<file path="config.mk">
export PLATFORM = sky130hd
export DESIGN_NAME = wb_arbiter
export DESIGN_NICKNAME = d
export VERILOG_FILES = /design/src/rtl/wb_arbiter.sv
export SDC_FILE = /design/constraint.sdc
export NUM_CORES = 1
export LEC_CHECK = 0
export ABC_CLOCK_PERIOD_IN_PS = 2910
export BUFFER_PORTS_ARGS = -buffer_cell sky130_fd_sc_hd__buf_4
export CAP_MARGIN = 20
export CORE_MARGIN = 2
export CORE_UTILIZATION = 40
export DETAILED_ROUTE_END_ITERATION = 8
export HOLD_SLACK_MARGIN = 0.12
export PLACE_DENSITY = 0.72
export SKIP_CTS_REPAIR_TIMING = 1
export SYNTH_ARGS = -nofsm -noshare
export SYNTH_HDL_FRONTEND = slang
export SYNTH_SLANG_ARGS = --single-unit
</file>
<file path="constraint.sdc">
create_clock -name clk -period 2.91 [get_ports clk]
set_input_delay 0.4365 -clock clk [delete_from_list [all_inputs] [get_ports clk]]
set_output_delay 0.4365 -clock clk [all_outputs]
set_load 0.02 [all_outputs]
</file>
<file path="src/rtl/wb_arbiter.sv">
// wb_arbiter: single-write-port register-file writer merging ALU and LSU results.
// Define WB_RETIRE_CNT_EN to add the wb_retire_cnt / wb_drop_cnt counters.
module wb_arbiter #(
  parameter int DW       = 32,
  parameter int AW       = 5,
  parameter int LQ_DEPTH = 4,
  localparam int PW      = $clog2(LQ_DEPTH),
  localparam int CW      = PW + 1
) (
  input  logic          clk,
  input  logic          rst_n,
  input  logic          alu_valid,
  input  logic [AW-1:0] alu_rd,
  input  logic [DW-1:0] alu_data,
  output logic          alu_stall,
  input  logic          lsu_valid,
  output logic          lsu_ready,
  input  logic [AW-1:0] lsu_rd,
  input  logic [DW-1:0] lsu_data,
  output logic          rf_we,
  output logic [AW-1:0] rf_wr,
  output logic [DW-1:0] rf_wd,
  output logic          fwd_valid,
  output logic [AW-1:0] fwd_rd,
  output logic [DW-1:0] fwd_data,
`ifdef WB_RETIRE_CNT_EN
  output logic [63:0]   wb_retire_cnt,
  output logic [31:0]   wb_drop_cnt,
`endif
  output logic [CW-1:0] lq_count
);

  logic [AW-1:0] r_q_rd   [LQ_DEPTH];
  logic [DW-1:0] r_q_data [LQ_DEPTH];
  logic [PW-1:0] r_wp;
  logic [PW-1:0] r_rp;
  logic [CW-1:0] r_count;

  logic          r_we;
  logic [AW-1:0] r_wr;
  logic [DW-1:0] r_wd;

  logic w_stall;
  logic w_ready;
  logic w_lsu_acc;
  logic w_push;
  logic w_alu_sel;
  logic w_pop;

  // Flow control looks only at the registered count: no same-cycle pop credit.
  assign w_stall   = (r_count == CW'(LQ_DEPTH));
  assign w_ready   = (r_count < CW'(LQ_DEPTH));
  assign w_lsu_acc = lsu_valid && w_ready;
  assign w_push    = w_lsu_acc && (lsu_rd != '0);
  assign w_alu_sel = !w_stall && alu_valid
                   && (alu_rd != '0);
  assign w_pop     = !w_alu_sel && (r_count != '0);

  always_ff @(posedge clk) begin
    if (w_push) begin
      r_q_rd[r_wp]   <= lsu_rd;
      r_q_data[r_wp] <= lsu_data;
    end
  end

  always_ff @(posedge clk or negedge rst_n) begin
    if (!rst_n) begin
      r_wp    <= '0;
      r_rp    <= '0;
      r_count <= '0;
    end else begin
      if (w_push) r_wp <= r_wp + PW'(1);
      if (w_pop)  r_rp <= r_rp + PW'(1);
      unique case ({w_push, w_pop})
        2'b10:   r_count <= r_count + CW'(1);
        2'b01:   r_count <= r_count - CW'(1);
        default: r_count <= r_count;
      endcase
    end
  end

  // Idle cycles drop the enable but keep the last index/data.
  always_ff @(posedge clk or negedge rst_n) begin
    if (!rst_n) begin
      r_we <= 1'b0;
      r_wr <= '0;
      r_wd <= '0;
    end else begin
      unique case (1'b1)
        w_alu_sel: begin
          r_we <= 1'b1;
          r_wr <= alu_rd;
          r_wd <= alu_data;
        end
        w_pop: begin
          r_we <= 1'b1;
          r_wr <= r_q_rd[r_rp];
          r_wd <= r_q_data[r_rp];
        end
        default: r_we <= 1'b0;
      endcase
    end
  end

`ifdef WB_RETIRE_CNT_EN
  logic [63:0] r_retire_cnt;
  logic [31:0] r_drop_cnt;
  logic        w_alu_drop;
  logic        w_lsu_drop;

  assign w_alu_drop = !w_stall && alu_valid
                    && (alu_rd == '0);
  assign w_lsu_drop = w_lsu_acc && (lsu_rd == '0);

  always_ff @(posedge clk or negedge rst_n) begin
    if (!rst_n) begin
      r_retire_cnt <= '0;
      r_drop_cnt   <= '0;
    end else begin
      if (r_we) r_retire_cnt <= r_retire_cnt + 64'd1;
      r_drop_cnt <= r_drop_cnt
                  + {31'd0, w_alu_drop}
                  + {31'd0, w_lsu_drop};
    end
  end

  assign wb_retire_cnt = r_retire_cnt;
  assign wb_drop_cnt   = r_drop_cnt;
`endif

  assign alu_stall = w_stall;
  assign lsu_ready = w_ready;
  assign lq_count  = r_count;
  assign rf_we     = r_we;
  assign rf_wr     = r_wr;
  assign rf_wd     = r_wd;
  assign fwd_valid = r_we;
  assign fwd_rd    = r_wr;
  assign fwd_data  = r_wd;

endmodule

</file>
==> results of run 1 <==
## cells by family after synthesis
| family | Yosys count |
|---|---|
| flops | 193 |
| simple gates | 124 |
| buf+inv | 70 |
| compound gates | 40 |
| mux | 38 |
| xor+xnor | 6 |
| fa+ha+maj | 6 |
## cell usage after synthesis, types with 2 or more instances
cell type  instances
nor2_1            36
buf_6              2
xnor2_1            4
mux4_2            37
xor2_1             2
a32oi_1            2
buf_4             40
and2_1             6
nand2_1           74
ha_1               5
edfxtp_1         148
nand3_1            4
dfrtp_1           45
a31oi_1           35
buf_2             11
clkbuf_1           8
inv_1              8
## per-layer routing
| metal | vias up | wire (um) |
|---|---|---|
| met5 | - | 0 |
| met1 | 2184 | 7170 |
| met2 | 155 | 7906 |
| met4 | 0 | 212 |
| met3 | 18 | 1219 |
| li1 | 1989 | - |
## final cells by class
class / count / share of cell area, %
diodes: 1 / 0.02623
clock buffers: 18 / 4.499
clock inverters: 14 / 1.744
inverters: 8 / 0.3148
multi-input cells: 214 / 18.49
flip-flops and latches: 193 / 58.45
well taps: 260 / 3.410
repair buffers: 164 / 13.06
## registers in the layout (all words and copies together) (netlist names)
name / count
fwd_data: 32
fwd_rd: 5
fwd_valid: 1
r_rp: 2
r_wp: 2
lq_count: 3
r_q_data: 128
r_q_rd: 20
## per-stage QoR
stage | instance area (sq um) | total power [uW]
2_1_floorplan | 7752 | 6687
3_3_place_gp | 8911 | 7780
3_5_place_dp | 8911 | 7878
4_1_cts | 9507 | 10240
5_1_grt | 9537 | 10660
6_report | 9539 | 10130
## worst register-to-register path, delay by kind of cell, from the launching register on
family | cells | cell delay (ns)
AOI/OAI and AO/OA | 1 | 0.12
xor gates and xnor gates | 2 | 0.28
adders and majority gates | 2 | 0.56
buffers and inverters | 1 | 0.06
DFF | 1 | 0.45
and+or+nand+nor | 3 | 0.84
## worst paths after layout
check / end / slack [ns] / cells past startpoint
worst max-delay path: lq_count[2] / 0.52 / 9
worst min register to register: fwd_rd[1] / 0.56 / 2
worst max register to register: lq_count[2] / 0.52 / 9
min in group asynchronous: fwd_data[3] / 0.59 / 2
max in group asynchronous: r_rp[0] / 1.82 / 2
worst min-delay path: r_q_data[0][5] / 0.20 / 1
## power groups by stage
stage / registers, uW / clock network [uW] / logic [uW]
3_3_place_gp: 4250 / 0 / 3530
3_5_place_dp: 4300 / 0 / 3570
4_1_cts: 4250 / 2410 / 3580
5_1_grt: 4330 / 2520 / 3810
2_1_floorplan: 4260 / 0 / 2420
6_report: 4220 / 2370 / 3540
==> impl_metrics.toml, run 1 <==
[sta]
setup_slack_ns = 0.5222
holdWs_ns = 0.1968
tns_ns = 0
worst_pin_slew_ns = 1.100
hold_viol = 0
period_minus_slack_ns = 2.388
slew_headroom_pct = 26.70
clock.fmax_mhz = 418.8
skew_ns = 0.008581
finalCritPeriodShare_pct = 82.05
setup_viol = 0
rsz0062_at_grt = "false"
final_max_slew_viol_count = 0

[route]
route.detailed.drc = 0
vias = 4346
postRouteAntennaNets = 0
wirelength_um = 16510
drt-vias-per-instance = 4.984
avgRoutedWirePerCell_um = 18.93
dr.pass1.iters = 4
drt-initial-drc-count = 239

[clocking]
cts_sinks = 193
worstSkewPairLatency_ns = 0.44
cts-root-buf = "clkbuf_16"
cts_max_level = 4
cts_buffers = 17
clk_pin_slew_ns = 0.07
cts_tree = "yes"
clock_path_buffers = 2

[run_status]
status = "completed"

[power]
power.clock.fraction_pct = 23.4
switching_share_pct = 35.34
p_int_uw = 6551
switching_power_uw = 3580
seqPwrFrac_pct = 41.6
comb_power_share_pct = 35.0
leakage_uw = 0.003603
powerDensity_nw_per_um2 = 1062
peakVddDrop_mv = 0.5399

[yosys]
synth_cell_types = 27
synth-warning-count = 0
synth_compound_area_share_pct = 3.405
ys_seq_area_share_pct = 71.85
netlist.area_leader.share_pct = 57.33
synth_mux_area_share_pct = 10.88
yosys.area_share.simple_pct = 6.423
syn_inst = 477
synth-xor-area-share_pct = 0.6779
synth_edf_count = 148
synth_top_family_by_area = "multiplexers"
ys_async_sr_fraction_pct = 23.32
yosys.area.top_type = "edfxtp_1"
synth_area_leaders = "edfxtp_1 (57%), dfrtp_1 (15%), mux4_2 (11%)"
syn_nets = 561
avgSynthCellArea_sq_um = 16.25
synthFlopType = "edfxtp_1"
synth_area_sq_um = 7752
synth_fa_ha_area_share_pct = 1.065
ys_ff_latch = 193

[worst_setup_path]
crit_buf_inv = 1
setup.worst_path.start = "lq_count[0]"
critPathLaunchType = "flop"
crit_family = "simple AND/OR/NAND/NOR gates"
path_max_fanout = 5
cp-end-kind = "flop"
slowest_stage = "or3b_2"
rr_startpoint = "lq_count[0]"
crit_chain = "or3b_2 -> o211ai_4 -> and2_1 -> ha_1 -> inv_1 -> fa_1 -> xor2_1 -> nor2_1 -> xnor2_1"
crit_type = "flop to flop"
arrival_ns = 2.74
cp_data_required_time_ns = 3.26
cpPeakStageDelay_ns = 0.53

[final_layout]
multi_input_comb_area_sq_um = 1764
fin_cells = 872
fin_nets = 682
utilization_pct = 50.66
drive_gt1_share_pct = 39.28
final_common_cell = "buf_4"
area_growth_pct = 23.05
seqCellArea_sq_um = 5575
fillers = 1587
final_cell_mix = "buf_4 (162), edfxtp_1 (148), nand2_1 (74), dfrtp_1 (43), mux4_2 (37)"

[place]
dp_slack_ns = 0.3063
dp_hpwl_um = 10000
gp_congestion = 0.7104
io_buffers = 158
dpl.cell_count = 837

[floorplanning]
floorplan.die_area_sq_um = 20510
die_y_um = 143.2
rows = 50
die_w_um = 143.2
coreArea_sq_um = 18830
io_pins = 159
start_util_pct = 41.17

[grt]
antenna_found_initial = 1
grt_first_pass_wirelength_um = 24430
use_met2_pct = 26.84
grt_pass1_vias = 4385
grt_usage_pct = 16.43
busiest_layer = "met2"
grtUsageMet3_pct = 5.164
met1_usage_pct = 20.86
grt_max_degree = 77
grt-ovfl-total = 0

[job]
drv_cap = 0

[hold_path]
min_from = "lsu_data[5]"
hp-class = "input pin to flop"
Note: power is estimated with default switching activity, not from simulation.
==> run 2, diff against run 1 <==
- ABC_CLOCK_PERIOD_IN_PS: 2910 -> 2000
- PLACE_DENSITY: 0.72 -> 0.75
- clock period: 2.91 -> 2 ns (I/O delays scaled with it)
==> run 2 against run 1 <==
  * The flow now finishes with violations (setup timing)
  * Core utilization increased by 3.9 points
  * Critical path type unchanged
  * Highest routed layer is now met5
  * Critical endpoint unchanged
  * Final cell count increased by 6.8%
  * Clock skew about the same
  * Critical path depth unchanged
  * Cell area increased by 7.6%
==> impl_metrics.toml, run 2 (synthesized netlist as in run 1, its figures left out) <==
[run_status]
status = "complete, but fails checks"
violations = "setup timing"

[final_layout]
final_cell_mix = "buf_4 (174), edfxtp_1 (148), nand2_1 (74), dfrtp_1 (40), dlygate4sd3_1 (38)"
fillers = 1508
largest_register_ffs = 128
area_growth_pct = 32.46
drive_gt1_share_pct = 40.24
utilization_pct = 54.53
final_common_cell = "buf_4"
fin_nets = 743
insertedDiodeCount = 0
regMostFlops = "r_q_data"

[place]
io_buffers = 158
dp_slack_ns = -0.3144
gp_congestion = 0.7338
dp_hpwl_um = 10770

[clocking]
cts_tree = "yes"
cts_max_level = 4
clk_pin_slew_ns = 0.07
worstSkewPairLatency_ns = 0.42
clock_path_buffers = 2
cts_buffers = 17
cts-root-buf = "clkbuf_16"
cts_sinks = 193

[floorplanning]
die_w_um = 143.2
start_util_pct = 41.17
floorplan.die_area_sq_um = 20510
die_y_um = 143.2
coreArea_sq_um = 18830
io_pins = 159
rows = 50

[power]
powerDensity_nw_per_um2 = 1490
seqPwrFrac_pct = 37.7
total_power_uw = 15300
leakage_uw = 0.003925
switching_share_pct = 33.49
switching_power_uw = 5124
power.clock.fraction_pct = 22.9
peakVddDrop_mv = 0.6861
p_int_uw = 10180
comb_power_share_pct = 39.4

[sta]
worst_pin_slew_ns = 0.6694
hold_viol = 0
slew_headroom_pct = 55.38
final_max_slew_viol_count = 0
finalCritPeriodShare_pct = 104.1
period_minus_slack_ns = 2.081
setup_slack_ns = -0.08111
clock.fmax_mhz = 480.5
setup_viol = 1
rsz0062_at_grt = "true"
skew_ns = 0.008792

[worst_setup_path]
rr_startpoint = "lq_count[0]"
cp_data_required_time_ns = 2.34
critPathLaunchType = "flop"
reg2reg_to = "lq_count[2]"
crit_type = "flop to flop"
arrival_ns = 2.42
cp-end-kind = "flop"
endpoint = "lq_count[2]"
reg2reg_setup_slack_ns = -0.08
path_max_fanout = 2
reg2reg_depth = 9
setup.worst_path.start = "lq_count[0]"

[hold_path]
hp-class = "input pin to flop"

[route]
dr.pass1.iters = 4
route.detailed.drc = 0
wirelength_um = 16940
vias = 4573
drt-vias-per-instance = 4.912
avgRoutedWirePerCell_um = 18.19
postRouteAntennaNets = 0
drt-initial-drc-count = 255

[grt]
grt_pass1_vias = 4656
grt_max_degree = 77
antenna_found_initial = 1
grt-ovfl-total = 0
grt_usage_pct = 16.52
grt_first_pass_wirelength_um = 24920

[job]
drv_cap = 0
==> run 2: critical path, stage by stage, from the launching register on <==
cell and delay [ns]:
dfrtp_2 0.41, or3b_4 0.43, o211ai_4 0.11, and2_4 0.19, ha_4 0.13, inv_2 0.03, fa_2 0.32, xor2_1 0.14
nor2_1 0.11, xnor2_1 0.13
==> run 2: final cells by class <==
type,instances,area [sq um],share of cell area [%]
flip-flops and latches,193,5577,54.31
repair buffers,225,1938,18.87
multi-input cells,214,1788,17.41
clock buffers,21,450.4,4.386
well taps,260,325.3,3.168
clock inverters,10,160.2,1.560
inverters,8,30.03,0.2924
==> run 2: stage by stage <==
step | hold slack (ns) | cells | cell area (sq um) | setup TNS [ns]
final | 0.1413 | 931 | 10270 | -0.08111
after global routing | 0.1354 | 931 | 10270 | -0.2253
after CTS | -0.07739 | 890 | 9849 | -0.1988
after detailed placement | 0.3803 | 859 | 9239 | -7.655
after global placement | 0.3582 | 859 | 9239 | -5.498
after floorplan | 0.004409 | 477 | 7795 | -0.2106
==> run 2: layer usage <==
metal  vias up  routed length, um  GRT usage, %
met1      2300               6731         19.68
met5         -                 14             0
met4         2                190         4.128
met3        17                923         4.494
li1       2110                  -             -
met2       144               9077         29.74
==> run 2: how the worst min path moves through the flow <==
stage | end | slack (ns) | cells after the start | start
3_3_place_gp | fwd_valid | 0.36 | 1 | rst_n
3_5_place_dp | fwd_data[12] | 0.38 | 1 | rst_n
2_1_floorplan | fwd_data[0] | 0.004 | 0 | rst_n
6_report | fwd_data[15] | 0.14 | 3 | alu_data[15]
5_1_grt | fwd_data[15] | 0.14 | 3 | alu_data[15]
4_1_cts | fwd_data[10] | -0.08 | 1 | rst_n
==> run 2: power by group through the flow <==
| stage | combinational [uW] | clock (uW) | sequential (uW) |
|---|---|---|---|
| floorplan | 3580 | 0 | 6200 |
| CTS | 6010 | 3580 | 5780 |
| finish | 6020 | 3510 | 5770 |
| global placement | 5890 | 0 | 5770 |
| detailed placement | 5980 | 0 | 5850 |
| global route | 6470 | 3750 | 5860 |
